<file path="config.mk">
export PLATFORM = sky130hd
export DESIGN_NAME = cmp2_share_arbiter_flat
export DESIGN_NICKNAME = d
export VERILOG_FILES = /design/src/rtl/cmp2_share_arbiter_if.sv /design/src/rtl/cmp2_share_arbiter.sv /design/src/flat_wrapper.sv
export SDC_FILE = /design/constraint.sdc
export NUM_CORES = 1
export LEC_CHECK = 0
export CORE_UTILIZATION = 31
export DETAILED_ROUTE_END_ITERATION = 8
export PLACE_DENSITY = 0.63
export REMOVE_ABC_BUFFERS = 1
export SYNTH_ARGS = -nofsm -noshare
export SYNTH_HDL_FRONTEND = slang
export SYNTH_SLANG_ARGS = --single-unit
</file>
<file path="constraint.sdc">
create_clock -name clk -period 3.4 [get_ports clk]
set_clock_uncertainty 0.05 [all_clocks]
set_input_delay 0.51 -clock clk [delete_from_list [all_inputs] [get_ports clk]]
set_output_delay 0.51 -clock clk [all_outputs]
set_load 0.05 [all_outputs]
</file>
<file path="src/rtl/cmp2_share_arbiter_if.sv">
// ----------------------------------------------------------------------------
// cmp2_share_arbiter_if
// Bundles the requester-side and response-side signals of the shared 2-bit
// equality comparator arbiter.
//
// Signals:
//   req        requester -> arbiter  per-requester request (N_REQ bits)
//   a_in       requester -> arbiter  operand A, requester i on [2i+1:2i]
//   b_in       requester -> arbiter  operand B, same packing as a_in
//   resp_ready consumer  -> arbiter  consumer accepts the current result
//   gnt        arbiter   -> requester one-hot grant, one cycle wide
//   busy       arbiter   -> all       arbiter is not idle
//   resp_valid arbiter   -> consumer  result available
//   resp_id    arbiter   -> consumer  requester index of the result
//   resp_eq    arbiter   -> consumer  1 when latched A equals latched B
//   cmp_count  arbiter   -> all       completed comparisons, saturating
//   eq_count   arbiter   -> all       completed equal comparisons, saturating
//
// Modports: master = requesters/consumer side, slave = the arbiter itself.
// ----------------------------------------------------------------------------
interface cmp2_share_arbiter_if #(
    parameter int N_REQ = 4,
    parameter int ID_W  = $clog2(N_REQ),
    parameter int CNT_W = 8
);
    logic [N_REQ-1:0]   req;
    logic [2*N_REQ-1:0] a_in;
    logic [2*N_REQ-1:0] b_in;
    logic               resp_ready;
    logic [N_REQ-1:0]   gnt;
    logic               busy;
    logic               resp_valid;
    logic [ID_W-1:0]    resp_id;
    logic               resp_eq;
    logic [CNT_W-1:0]   cmp_count;
    logic [CNT_W-1:0]   eq_count;

    modport master (
        output req, a_in, b_in, resp_ready,
        input  gnt, busy, resp_valid, resp_id, resp_eq, cmp_count, eq_count
    );

    modport slave (
        input  req, a_in, b_in, resp_ready,
        output gnt, busy, resp_valid, resp_id, resp_eq, cmp_count, eq_count
    );
endinterface

</file>
<file path="src/rtl/cmp2_share_arbiter.sv">
// ----------------------------------------------------------------------------
// cmp2_share_arbiter
// Shares one 2-bit equality comparator between N_REQ requesters. A
// round-robin arbiter picks a winner, latches its operand pair, compares it
// in one pass and returns the result on a valid/ready channel tagged with
// the requester index. Saturating counters track completed comparisons and
// how many of them matched.
//
// Ports:
//   clk  rising-edge clock
//   rst  asynchronous active-high reset
//   bus  cmp2_share_arbiter_if.slave (req/a_in/b_in/resp_ready in,
//        gnt/busy/resp_valid/resp_id/resp_eq/cmp_count/eq_count out)
// ----------------------------------------------------------------------------
module cmp2_share_arbiter #(
    parameter int N_REQ = 4,
    parameter int ID_W  = $clog2(N_REQ),
    parameter int CNT_W = 8
) (
    input  logic                  clk,
    input  logic                  rst,
    cmp2_share_arbiter_if.slave   bus
);

    typedef enum logic [1:0] {
        IDLE    = 2'd0,
        GRANT   = 2'd1,
        COMPARE = 2'd2,
        RESP    = 2'd3
    } state_t;

    state_t           state_q;
    logic [ID_W-1:0]  rr_ptr_q;
    logic [ID_W-1:0]  winner_q;
    logic [1:0]       op_a_q;
    logic [1:0]       op_b_q;
    logic [N_REQ-1:0] gnt_q;
    logic             resp_valid_q;
    logic [ID_W-1:0]  resp_id_q;
    logic             resp_eq_q;
    logic [CNT_W-1:0] cmp_count_q;
    logic [CNT_W-1:0] eq_count_q;

    logic [ID_W-1:0]  winner_d;
    logic [ID_W-1:0]  cand;
    logic             found;
    logic [1:0]       op_a_d;
    logic [1:0]       op_b_d;
    logic [ID_W-1:0]  rr_ptr_d;

    // Round-robin pick: first set request bit at or above rr_ptr, wrapping.
    always_comb begin
        winner_d = '0;
        cand     = '0;
        found    = 1'b0;
        for (int i = 0; i < N_REQ; i++) begin
            cand = ID_W'((int'(rr_ptr_q) + i) % N_REQ);
            if (!found && bus.req[cand]) begin
                found    = 1'b1;
                winner_d = cand;
            end
        end
    end

    // Operand slice of the winner, extracted with a constant-index mux.
    always_comb begin
        op_a_d = 2'b00;
        op_b_d = 2'b00;
        for (int i = 0; i < N_REQ; i++) begin
            if (ID_W'(i) == winner_d) begin
                op_a_d = bus.a_in[2*i +: 2];
                op_b_d = bus.b_in[2*i +: 2];
            end
        end
    end

    // Pointer moves just past the requester that was served.
    always_comb begin
        if (winner_q == ID_W'(N_REQ - 1)) begin
            rr_ptr_d = '0;
        end else begin
            rr_ptr_d = winner_q + ID_W'(1);
        end
    end

    always_ff @(posedge clk or posedge rst) begin
        if (rst) begin
            state_q      <= IDLE;
            rr_ptr_q     <= '0;
            winner_q     <= '0;
            op_a_q       <= '0;
            op_b_q       <= '0;
            gnt_q        <= '0;
            resp_valid_q <= 1'b0;
            resp_id_q    <= '0;
            resp_eq_q    <= 1'b0;
            cmp_count_q  <= '0;
            eq_count_q   <= '0;
        end else begin
            case (state_q)
                IDLE: begin
                    if (found) begin
                        winner_q        <= winner_d;
                        op_a_q          <= op_a_d;
                        op_b_q          <= op_b_d;
                        gnt_q           <= '0;
                        gnt_q[winner_d] <= 1'b1;
                        state_q         <= GRANT;
                    end
                end
                GRANT: begin
                    gnt_q   <= '0;
                    state_q <= COMPARE;
                end
                COMPARE: begin
                    resp_eq_q    <= (op_a_q[1] ~^ op_b_q[1]) & (op_a_q[0] ~^ op_b_q[0]);
                    resp_id_q    <= winner_q;
                    resp_valid_q <= 1'b1;
                    state_q      <= RESP;
                end
                RESP: begin
                    // Counters and pointer only advance on an accepted result.
                    if (bus.resp_ready) begin
                        resp_valid_q <= 1'b0;
                        rr_ptr_q     <= rr_ptr_d;
                        state_q      <= IDLE;
                        if (cmp_count_q != {CNT_W{1'b1}}) begin
                            cmp_count_q <= cmp_count_q + CNT_W'(1);
                        end
                        if (resp_eq_q && (eq_count_q != {CNT_W{1'b1}})) begin
                            eq_count_q <= eq_count_q + CNT_W'(1);
                        end
                    end
                end
                default: begin
                    state_q <= IDLE;
                end
            endcase
        end
    end

    assign bus.gnt        = gnt_q;
    assign bus.busy       = (state_q != IDLE);
    assign bus.resp_valid = resp_valid_q;
    assign bus.resp_id    = resp_id_q;
    assign bus.resp_eq    = resp_eq_q;
    assign bus.cmp_count  = cmp_count_q;
    assign bus.eq_count   = eq_count_q;

endmodule

</file>
<file path="src/flat_wrapper.sv">
// flat-port wrapper written by rule: the top's interface ports become plain ports
module cmp2_share_arbiter_flat 
#(
    parameter int N_REQ = 4,
    parameter int ID_W  = $clog2(N_REQ),
    parameter int CNT_W = 8
)
  (clk, rst, bus_req, bus_a_in, bus_b_in, bus_resp_ready, bus_gnt, bus_busy, bus_resp_valid, bus_resp_id, bus_resp_eq, bus_cmp_count, bus_eq_count);
  cmp2_share_arbiter_if #(.N_REQ(N_REQ), .ID_W(ID_W), .CNT_W(CNT_W)) bus_i ();
  input  logic clk;
  input  logic rst;
  input wire logic [$bits(bus_i.req)-1:0] bus_req;
  input wire logic [$bits(bus_i.a_in)-1:0] bus_a_in;
  input wire logic [$bits(bus_i.b_in)-1:0] bus_b_in;
  input wire logic [$bits(bus_i.resp_ready)-1:0] bus_resp_ready;
  output wire logic [$bits(bus_i.gnt)-1:0] bus_gnt;
  output wire logic [$bits(bus_i.busy)-1:0] bus_busy;
  output wire logic [$bits(bus_i.resp_valid)-1:0] bus_resp_valid;
  output wire logic [$bits(bus_i.resp_id)-1:0] bus_resp_id;
  output wire logic [$bits(bus_i.resp_eq)-1:0] bus_resp_eq;
  output wire logic [$bits(bus_i.cmp_count)-1:0] bus_cmp_count;
  output wire logic [$bits(bus_i.eq_count)-1:0] bus_eq_count;
  assign bus_i.req = bus_req;
  assign bus_i.a_in = bus_a_in;
  assign bus_i.b_in = bus_b_in;
  assign bus_i.resp_ready = bus_resp_ready;
  assign bus_gnt = bus_i.gnt;
  assign bus_busy = bus_i.busy;
  assign bus_resp_valid = bus_i.resp_valid;
  assign bus_resp_id = bus_i.resp_id;
  assign bus_resp_eq = bus_i.resp_eq;
  assign bus_cmp_count = bus_i.cmp_count;
  assign bus_eq_count = bus_i.eq_count;
  cmp2_share_arbiter #(.N_REQ(N_REQ), .ID_W(ID_W), .CNT_W(CNT_W)) u_core (.clk(clk), .rst(rst), .bus(bus_i));
endmodule
</file>
; ---- After elaboration in Yosys (flattened, before gate mapping)
; Cells that the tools add are included.
[totals]
reg_bits = 34
output_inout_bits = 25
word_cells = 91
in_bits = 23
[classes]
n_reduce_logical = 20
mux = 34
n_eq_ne = 11
addsub = 6
magnitude_cmp = 6
n_bitwise = 3
[op_table]
columns = operator, count
row1 = 2-to-1 mux 2 bit, 15
row2 = "adder 8 x 1 -> 8 bit, second input constant", 2
row3 = "!= test 8 bit, second input constant", 2
row4 = "< comparator 2 x 3 -> 1 bit, second input constant", 5
row5 = 2-to-1 mux 1 bit, 10
row6 = AND reduction 2 bit, 5
row7 = binary-select mux 1 bit (select 2 bit), 4
row8 = case mux 2 bit (4 select lines), 1
row9 = case mux 4 bit (2 select lines), 1
row10 = "equality test 2 bit, second input constant", 3
row11 = AND reduction 3 bit, 2
row12 = nonzero test 2 bit, 3
row13 = logical AND 1 bit, 5
row14 = "adder 2 x 1 -> 2 bit, second input constant", 2
row15 = "adder 2 bit, second input constant", 2
row16 = "equality test 2 bit, first input constant", 2
row17 = logical NOT 2 bit, 2
row18 = 2-to-1 mux 4 bit, 1
row19 = logical NOT 1 bit, 3
row20 = demux 1 bit (select 2 bit), 1
row21 = "equality test 1 x 2 -> 1 bit, first input constant", 1
row22 = "equality test 2 x 1 -> 1 bit, second input constant", 1
row23 = ">= comparator 2 x 1 -> 1 bit, second input constant", 1
row24 = "!= test 2 x 1 -> 1 bit, second input constant", 1
row25 = other kinds (4), 5

; ---- Depth between registers and ports, before layout
; Gate-level depths: netlist of the first run.
[logic_depth]
depth_word = 18
mapped_depth = 6
mapped_depth_nobuf = 6

; ---- Least setup slack after synthesis of the first run
; Ideal clock, no wire load.
[synth_timing]
path_kind = reg2reg
from = register u_core.eq_count_q[0], in the netlist u_core.bus.eq_count[0]
to = register u_core.eq_count_q[7], in the netlist u_core.bus.eq_count[7]
setup_ns = 0.082
slack_ns = 1.316
path_buffers = 0
path_stages_with_launch = 7
period_less_slack_ns = 2.084
arrival_time_ns = 1.952
required_ns = 3.268
cell_sequence = dfrtp_1 ha_1 and3_4 a311oi_4 nand4_2 nor2_1 xor2_1
[synth_between]
elab_chain_cells = 3
elab_cells_between_ends = 4
cone_classes = add/sub (1) / eq/ne (1) / reduce/logical (2)
[synth_rtl]
columns = element, line_no
row1 = from (decl), cmp2_share_arbiter.sv:42  ; logic [CNT_W-1:0] eq_count_q;
row2 = from (signal assigned), cmp2_share_arbiter.sv:131  ; eq_count_q <= eq_count_q + CNT_W'(1);
row3 = branches (longest 3 deep; another with adder 8 x 1 -> 8 bit), -
; Several ways; the timed one is not identified.
; A chain may end at the register's enable or synchronous reset.

; ---- Final worst setup path of the first run
[layout_timing]
from = register u_core.state_q[0]
to = output port bus_busy
[layout_between]
elab_chain_cells = 1
[layout_rtl]
columns = element, line_no
row1 = from (decl), cmp2_share_arbiter.sv:32  ; state_t state_q;
row2 = from (signal assigned), cmp2_share_arbiter.sv:88  ; state_q <= IDLE;
row3 = from (signal assigned), cmp2_share_arbiter.sv:108  ; state_q <= GRANT;
row4 = from (signal assigned), cmp2_share_arbiter.sv:113  ; state_q <= COMPARE;
row5 = nonzero test 2 bit, cmp2_share_arbiter.sv:143  ; assign bus.busy = (state_q != IDLE);
row6 = to (decl), flat_wrapper.sv:17  ; output wire logic [$bits(bus_i.busy)-1:0] bus_busy;
; No other way between the ends.

==> summary.md, run 1 <==
| Metric | Value |
|---|---|
| Clk buf depth | 2 |
| Vias | 1344 |
| Synth warn | 0 |
| Routed wire per std cell | 13.3 um |
| Final wirelength | 3.73 mm |
| CP top delay family | buffers and inverters |
| Slowest cell delay on critical path | 790 ps |
| Hold Path Origin | u_core.bus.eq_count[5] |
| Cell with the most instances after synthesis | dfrtp_1 |
| Crit path DAT | 1900 ps |
| Vias per Instance | 4.78 |
| Critical Path Source Type | flip-flop |
| Initial antenna violation count | 0 |
| Row count | 27 |
| Die Y | 77.8 um |
| Post-CTS Setup Repair Bufs | 0 |
| Clk slew on worst S/H paths | 60 ps |
| Final slew viol count | 0 |
| Pin count of the biggest net entering global routing | 21 |
| Port bufs | 47 |
| Relative slew slack | 49.4% |
| Cell repeated most along the worst path | inv_1 |
| RSZ-0062 raised after global routing | false |
| Final hold violations | 0 |
| PwrDens | 843 nW/um2 |
| Vias in the first global route | 1339 |
| Ratio of cells with drive above 1 in the final layout | 12.9% |
| Placed cell areas | 2350 um2 |
| CTS resizes | 0 |
| First-pass GRT wire length | 6.38 mm |
| Post-synth top area cell | dfrtp_1 |
| Clk Latency, worst-skew pair | 280 ps |
| CP max-delay cell | clkdlybuf4s50_1 |
| Most instantiated cells after synthesis | dfrtp_1, nand2_1, xnor2_1 |
| Initial Utilization | 32.2% |
| Crit-path cells | inv_1, ha_1, inv_1, clkdlybuf4s50_1 |
| Tcrit/Tclk final | 72.4% |
| Inserted Clock Buffers | 5 |
| CP Data Required Time | 2840 ps |
| Worst-margin pin slew | 758 ps |
| Setup TNS | 0 ps |
| CTS Hold Buffers Added | 0 |
| Count of final setup violators | 0 |
| Post-route cell area | 2430 um2 |
| GP Congestion | 0.725 |
| Dominant synthesized flop cell | dfrtp_1 |
| Status | complete, no violations |
| DRT Pass-1 Iters | 4 |
| Die Wd | 77.8 um |
| CP startpoint | u_core.state_q[0] |
| Core Region | 5540 um2 |
| CP Buf/Inv Count | 3 |
| Seq cells post-synth | 34 |
| H-tree depth | 2 |
| Maxcap violations | 0 |
| Sink Count | 34 |
| Max FO, Critical Path | 6 |
| Post-Synthesis Cells | 155 |
| Nets | 240 |
| Root buf cell | clkbuf_8 |
| Netlist cell types | 39 |
| Share of the synthesized area in the top cell type | 47.7% |
| Post-synth EDFFs | 0 |
| Reg2reg start | u_core.bus.eq_count[0] |
| Post-synth ARST share | 100% |
| CTS tree | built |
| CP Capture Type | primary output |
| Avg Cell Area, Syn | 11.5 um2 |
| Worst min path class | flip-flop to flip-flop |
| Max IR drop VDD | 0.483 mV |
| GRT Resource Usage Total | 13.5% |
| Layout area overhead | 36.5% |
| Post-synthesis sequential area ratio | 47.7% |
| Dominant cells by area after synthesis | dfrtp_1, ha_1, xnor2_1 |
| Io pins | 48 |
| Leak Pwr | 1.06 nW |
| Global route overflow | 0 |
| Syn Std Cell Area | 1780 um2 |
| Initial DRC Count | 26 |
| Minimum clock period | 2460 ps |
| Routed Antenna Nets | 0 |
| Overall die area | 6060 um2 |
| Detailed Place HPWL | 2.83 mm |
| Max Fclk | 406 MHz |
| Setup CP Type | flip-flop to primary output |
| # DRC | 0 |
| Antenna cells | 0 |
[layout make-up]
type                       count  area [um2]
multi-input combinational    113         898
sequential                    34         851
fill                         566        3110
clock buffer                   6        82.6
inverter                       7        26.3
tap                           72        90.1
timing repair buffer          49         485
[report_power, final]
part / switching (mW) / total, mW / internal [mW]
logic: 0.640 / 1.08 / 0.436
registers: 0.138 / 0.690 / 0.552
clock network: 0.129 / 0.285 / 0.156
[path summary, 6_finish.rpt]
path	to	slack [ps]	cells past startpoint
worst min register to register	u_core.bus.eq_count[5]	440	1
worst min-delay path	u_core.bus.eq_count[5]	440	1
worst max register to register	u_core.bus.eq_count[5]	1420	6
max in group asynchronous	u_core.op_b_q[1]	2080	3
worst max-delay path	bus_busy	940	4
min in group asynchronous	u_core.bus.cmp_count[7]	610	2
[registers in the layout, indices dropped and copies added (netlist names)]
signal                 flops
u_core.bus.cmp_count       8
u_core.bus.eq_count        8
u_core.bus.gnt             4
u_core.bus.resp_eq         1
u_core.bus.resp_id         2
u_core.bus.resp_valid      1
u_core.op_a_q              2
u_core.op_b_q              2
u_core.rr_ptr_q            2
u_core.state_q             2
u_core.winner_q            2
[layer usage]
layer | GRT usage, % | share of wire, % | vias to the layer above
li1 | - | - | 665
met1 | 16.8 | 46 | 639
met2 | 22.0 | 46 | 35
met3 | 4.82 | 6.6 | 5
met4 | 3.40 | 1.2 | 0
met5 | 0 | 0 | -
[cell families after synthesis]
logic type | Yosys count | share of synthesized area, %
adders and majority gates | 7 | 4.91
buffers and inverters | 8 | 1.90
xor gates and xnor gates | 16 | 7.86
muxes | 10 | 7.09
DFF | 34 | 47.7
AOI/OAI and AO/OA | 32 | 15.0
and+or+nand+nor | 48 | 15.5
[through the flow]
stage / instances / hold WS, ps / setup slack (ps) / total power [mW] / utilization (%)
4_1_cts: 281 / 448 / 919 / 2.08 / 43.9
3_3_place_gp: 275 / 427 / 887 / 1.77 / 42.4
3_5_place_dp: 275 / 433 / 845 / 1.78 / 42.4
6_report: 281 / 442 / 937 / 2.05 / 43.9
5_1_grt: 281 / 466 / 821 / 2.20 / 43.9
2_1_floorplan: 154 / 420 / 1320 / 1.44 / -
[cells in the final DEF, fill, tap and decap left out, types with 6 or more instances in the layout]
cell type / n
clkbuf_8: 6
clkdlybuf4s50_1: 47
dfrtp_1: 34
ha_1: 7
inv_1: 7
nand2_1: 12
nor2_1: 7
o21ai_0: 8
xnor2_1: 10
xor2_1: 6
No activity file was read; power rests on OpenSTA's default activity.
==> run 2, diff against run 1 <==
--- a/config.mk
+++ b/config.mk
@@ -7,7 +7,7 @@
 export LEC_CHECK = 0
 export CORE_UTILIZATION = 31
 export DETAILED_ROUTE_END_ITERATION = 8
-export PLACE_DENSITY = 0.63
+export PLACE_DENSITY = 0.65
 export REMOVE_ABC_BUFFERS = 1
 export SYNTH_ARGS = -nofsm -noshare
 export SYNTH_HDL_FRONTEND = slang
==> constraint.sdc (replaced) <==
create_clock -name clk -period 2.2 [get_ports clk]
set_clock_uncertainty 0.05 [all_clocks]
set_input_delay 0.33 -clock clk [delete_from_list [all_inputs] [get_ports clk]]
set_output_delay 0.33 -clock clk [all_outputs]
set_load 0.05 [all_outputs]
==> summary.md, run 2 (synthesis gave the netlist of run 1 again) <==
| Metric | Value |
|---|---|
| Final slew viol count | 0 |
| Worst R2R Path Depth | 6 |
| Worst hold margin | 378 ps |
| Port bufs | 47 |
| Status | complete, no violations |
| Io pins | 48 |
| Nets | 252 |
| Crit path DAT | 2110 ps |
| Pin count of the biggest net entering global routing | 35 |
| Die Wd | 77.8 um |
| Top Usage Layer GRT | met2 |
| GRT Resource Usage Total | 14.1% |
| Worst-margin pin slew | 507 ps |
| Clk buf depth | 2 |
| Count of final setup violators | 0 |
| CP startpoint | bus_req[2] |
| Max FO, Critical Path | 5 |
| GP Congestion | 0.724 |
| CTS Hold Buffers Added | 0 |
| DRT Pass-1 Iters | 4 |
| Row count | 27 |
| Detailed Place HPWL | 2.85 mm |
| Switching share of power | 43.8% |
| Clock power share | 14.5% |
| Leak Pwr | 1.13 nW |
| Post-CTS Setup Repair Bufs | 0 |
| Vias in the first global route | 1423 |
| Ratio of cells with drive above 1 in the final layout | 18.4% |
| Max IR drop VDD | 0.894 mV |
| PwrDens | 1300 nW/um2 |
| # DRC | 0 |
| Flop pwr share | 32.4% |
| Reg2reg start | u_core.bus.eq_count[0] |
| CTS resizes | 0 |
| Routed wire per std cell | 13.2 um |
| Initial antenna violation count | 0 |
| Clk slew on worst S/H paths | 70 ps |
| Power Internal | 1.85 mW |
| Initial Utilization | 32.2% |
| CP Capture Type | flip-flop |
| Met1 Usage GRT | 18.0% |
| Most common cell after layout, fill and taps aside | clkdlybuf4s50_1 |
| Global Route met2 Usage | 23.0% |
| Initial DRC Count | 55 |
| Vias | 1398 |
| Met3 Use GR | 3.18% |
| Layout area overhead | 41.9% |
| Core Region | 5540 um2 |
| Routed Antenna Nets | 0 |
| RSZ-0062 raised after global routing | false |
| RR Endpoint | u_core.bus.eq_count[7] |
| CTS tree | built |
| Die Y | 77.8 um |
| Logic pwr share | 53.1% |
| Layout fillers | 544 |
| Sink Count | 34 |
| R2R Setup Slk | 290 ps |
| Global route overflow | 0 |
| Final hold violations | 0 |
| Relative slew slack | 66.1% |
| Antenna cells | 0 |
| Final core occ | 45.7% |
| Commonest cells after routing, fill and taps aside | clkdlybuf4s50_1, dfrtp_1, buf_4 |
| First-pass GRT wire length | 6.61 mm |
| Sw Pwr | 1.44 mW |
| Critical Path Source Type | input pin |
| Root buf cell | clkbuf_8 |
| Max Fclk | 502 MHz |
| Inserted Clock Buffers | 5 |
| Minimum clock period | 1990 ps |
| Overall die area | 6060 um2 |
| Setup CP Type | input pin to flip-flop |
| Tcrit/Tclk final | 90.6% |
| Worst Setup EP | u_core.op_a_q[1] |
| Maxcap violations | 0 |
| CP Data Required Time | 2320 ps |
| Final wirelength | 3.90 mm |
| Placed Cells | 287 |
| H-tree depth | 2 |
| Clk Latency, worst-skew pair | 280 ps |
| Worst min path class | input pin to async pin |
| Final Non-Filler Cells | 295 |
| Vias per Instance | 4.74 |
[run 2: cell count changes in the layout (fill, tap and decap cells not counted), sizes merged]
cell / previous run / this run
clkdlybuf4s50: 47 / 46
clkbuf: 6 / 7
buf: 2 / 15
clkinv: 0 / 1
[run 2: area by class of cell]
cell class	count	area (um2)	area share [%]
multi-input cells	113	898	35.5
repair buffers	61	573	22.7
clock buffers	7	86.3	3.41
inverters	7	26.3	1.04
flip-flops and latches	34	851	33.6
clock inverters	1	5.00	0.198
well taps	72	90.1	3.56
[run 2: how the worst min path moves through the flow]
| stage | from | endpoint | slack (ps) | cells past startpoint |
|---|---|---|---|---|
| finish | rst | u_core.bus.cmp_count[7] | 380 | 3 |
| CTS | rst | u_core.bus.eq_count[1] | 400 | 3 |
| global placement | u_core.bus.cmp_count[7] | u_core.bus.cmp_count[7] | 430 | 1 |
| detailed placement | u_core.bus.cmp_count[7] | u_core.bus.cmp_count[7] | 430 | 1 |
| floorplan | bus_resp_ready | u_core.bus.resp_valid | 390 | 1 |
| global route | rst | u_core.bus.eq_count[0] | 450 | 3 |
[run 2: metal layers]
metal | wire length, um | part of all wire [%]
met3 | 191 | 4.9
met2 | 1840 | 47
met4 | 60 | 1.5
met5 | 0 | 0
met1 | 1810 | 46
[run 2: critical path, stage by stage]
cell,delay [ps]
clkdlybuf4s50_1,570
nand2b_1,120
o211a_4,250
nor2_4,220
mux2_4,320
a221o_1,310
[run 2: through the flow]
stage	instance area (um2)	TNS, ps	power, mW	setup WS [ps]
floorplan	1780	0	2.23	116
global placement	2440	-189	2.82	-55.7
detailed placement	2440	-374	2.84	-104
CTS	2530	0	3.33	202
global route	2530	0	3.52	134
finish	2530	0	3.29	206
[run 2: power groups by stage]
stage                     clock network [mW]  logic (mW)  registers (mW)
final                                  0.477        1.75            1.07
after global routing                   0.529        1.89            1.11
after CTS                              0.495        1.77            1.07
after detailed placement                   0        1.76            1.08
after global placement                     0        1.74            1.08
after floorplan                            0       0.731            1.50
==> run 3, diff against run 2 <==
--- a/config.mk
+++ b/config.mk
@@ -6,9 +6,12 @@
 export NUM_CORES = 1
 export LEC_CHECK = 0
 export CORE_UTILIZATION = 31
+export CTS_CLUSTER_SIZE = 20
 export DETAILED_ROUTE_END_ITERATION = 8
+export HOLD_SLACK_MARGIN = 0.15
 export PLACE_DENSITY = 0.65
 export REMOVE_ABC_BUFFERS = 1
+export SKIP_CTS_REPAIR_TIMING = 1
 export SYNTH_ARGS = -nofsm -noshare
 export SYNTH_HDL_FRONTEND = slang
 export SYNTH_SLANG_ARGS = --single-unit
==> results of run 3 <==
No change in the layout: final DEF, timing and power equal those of run 2.
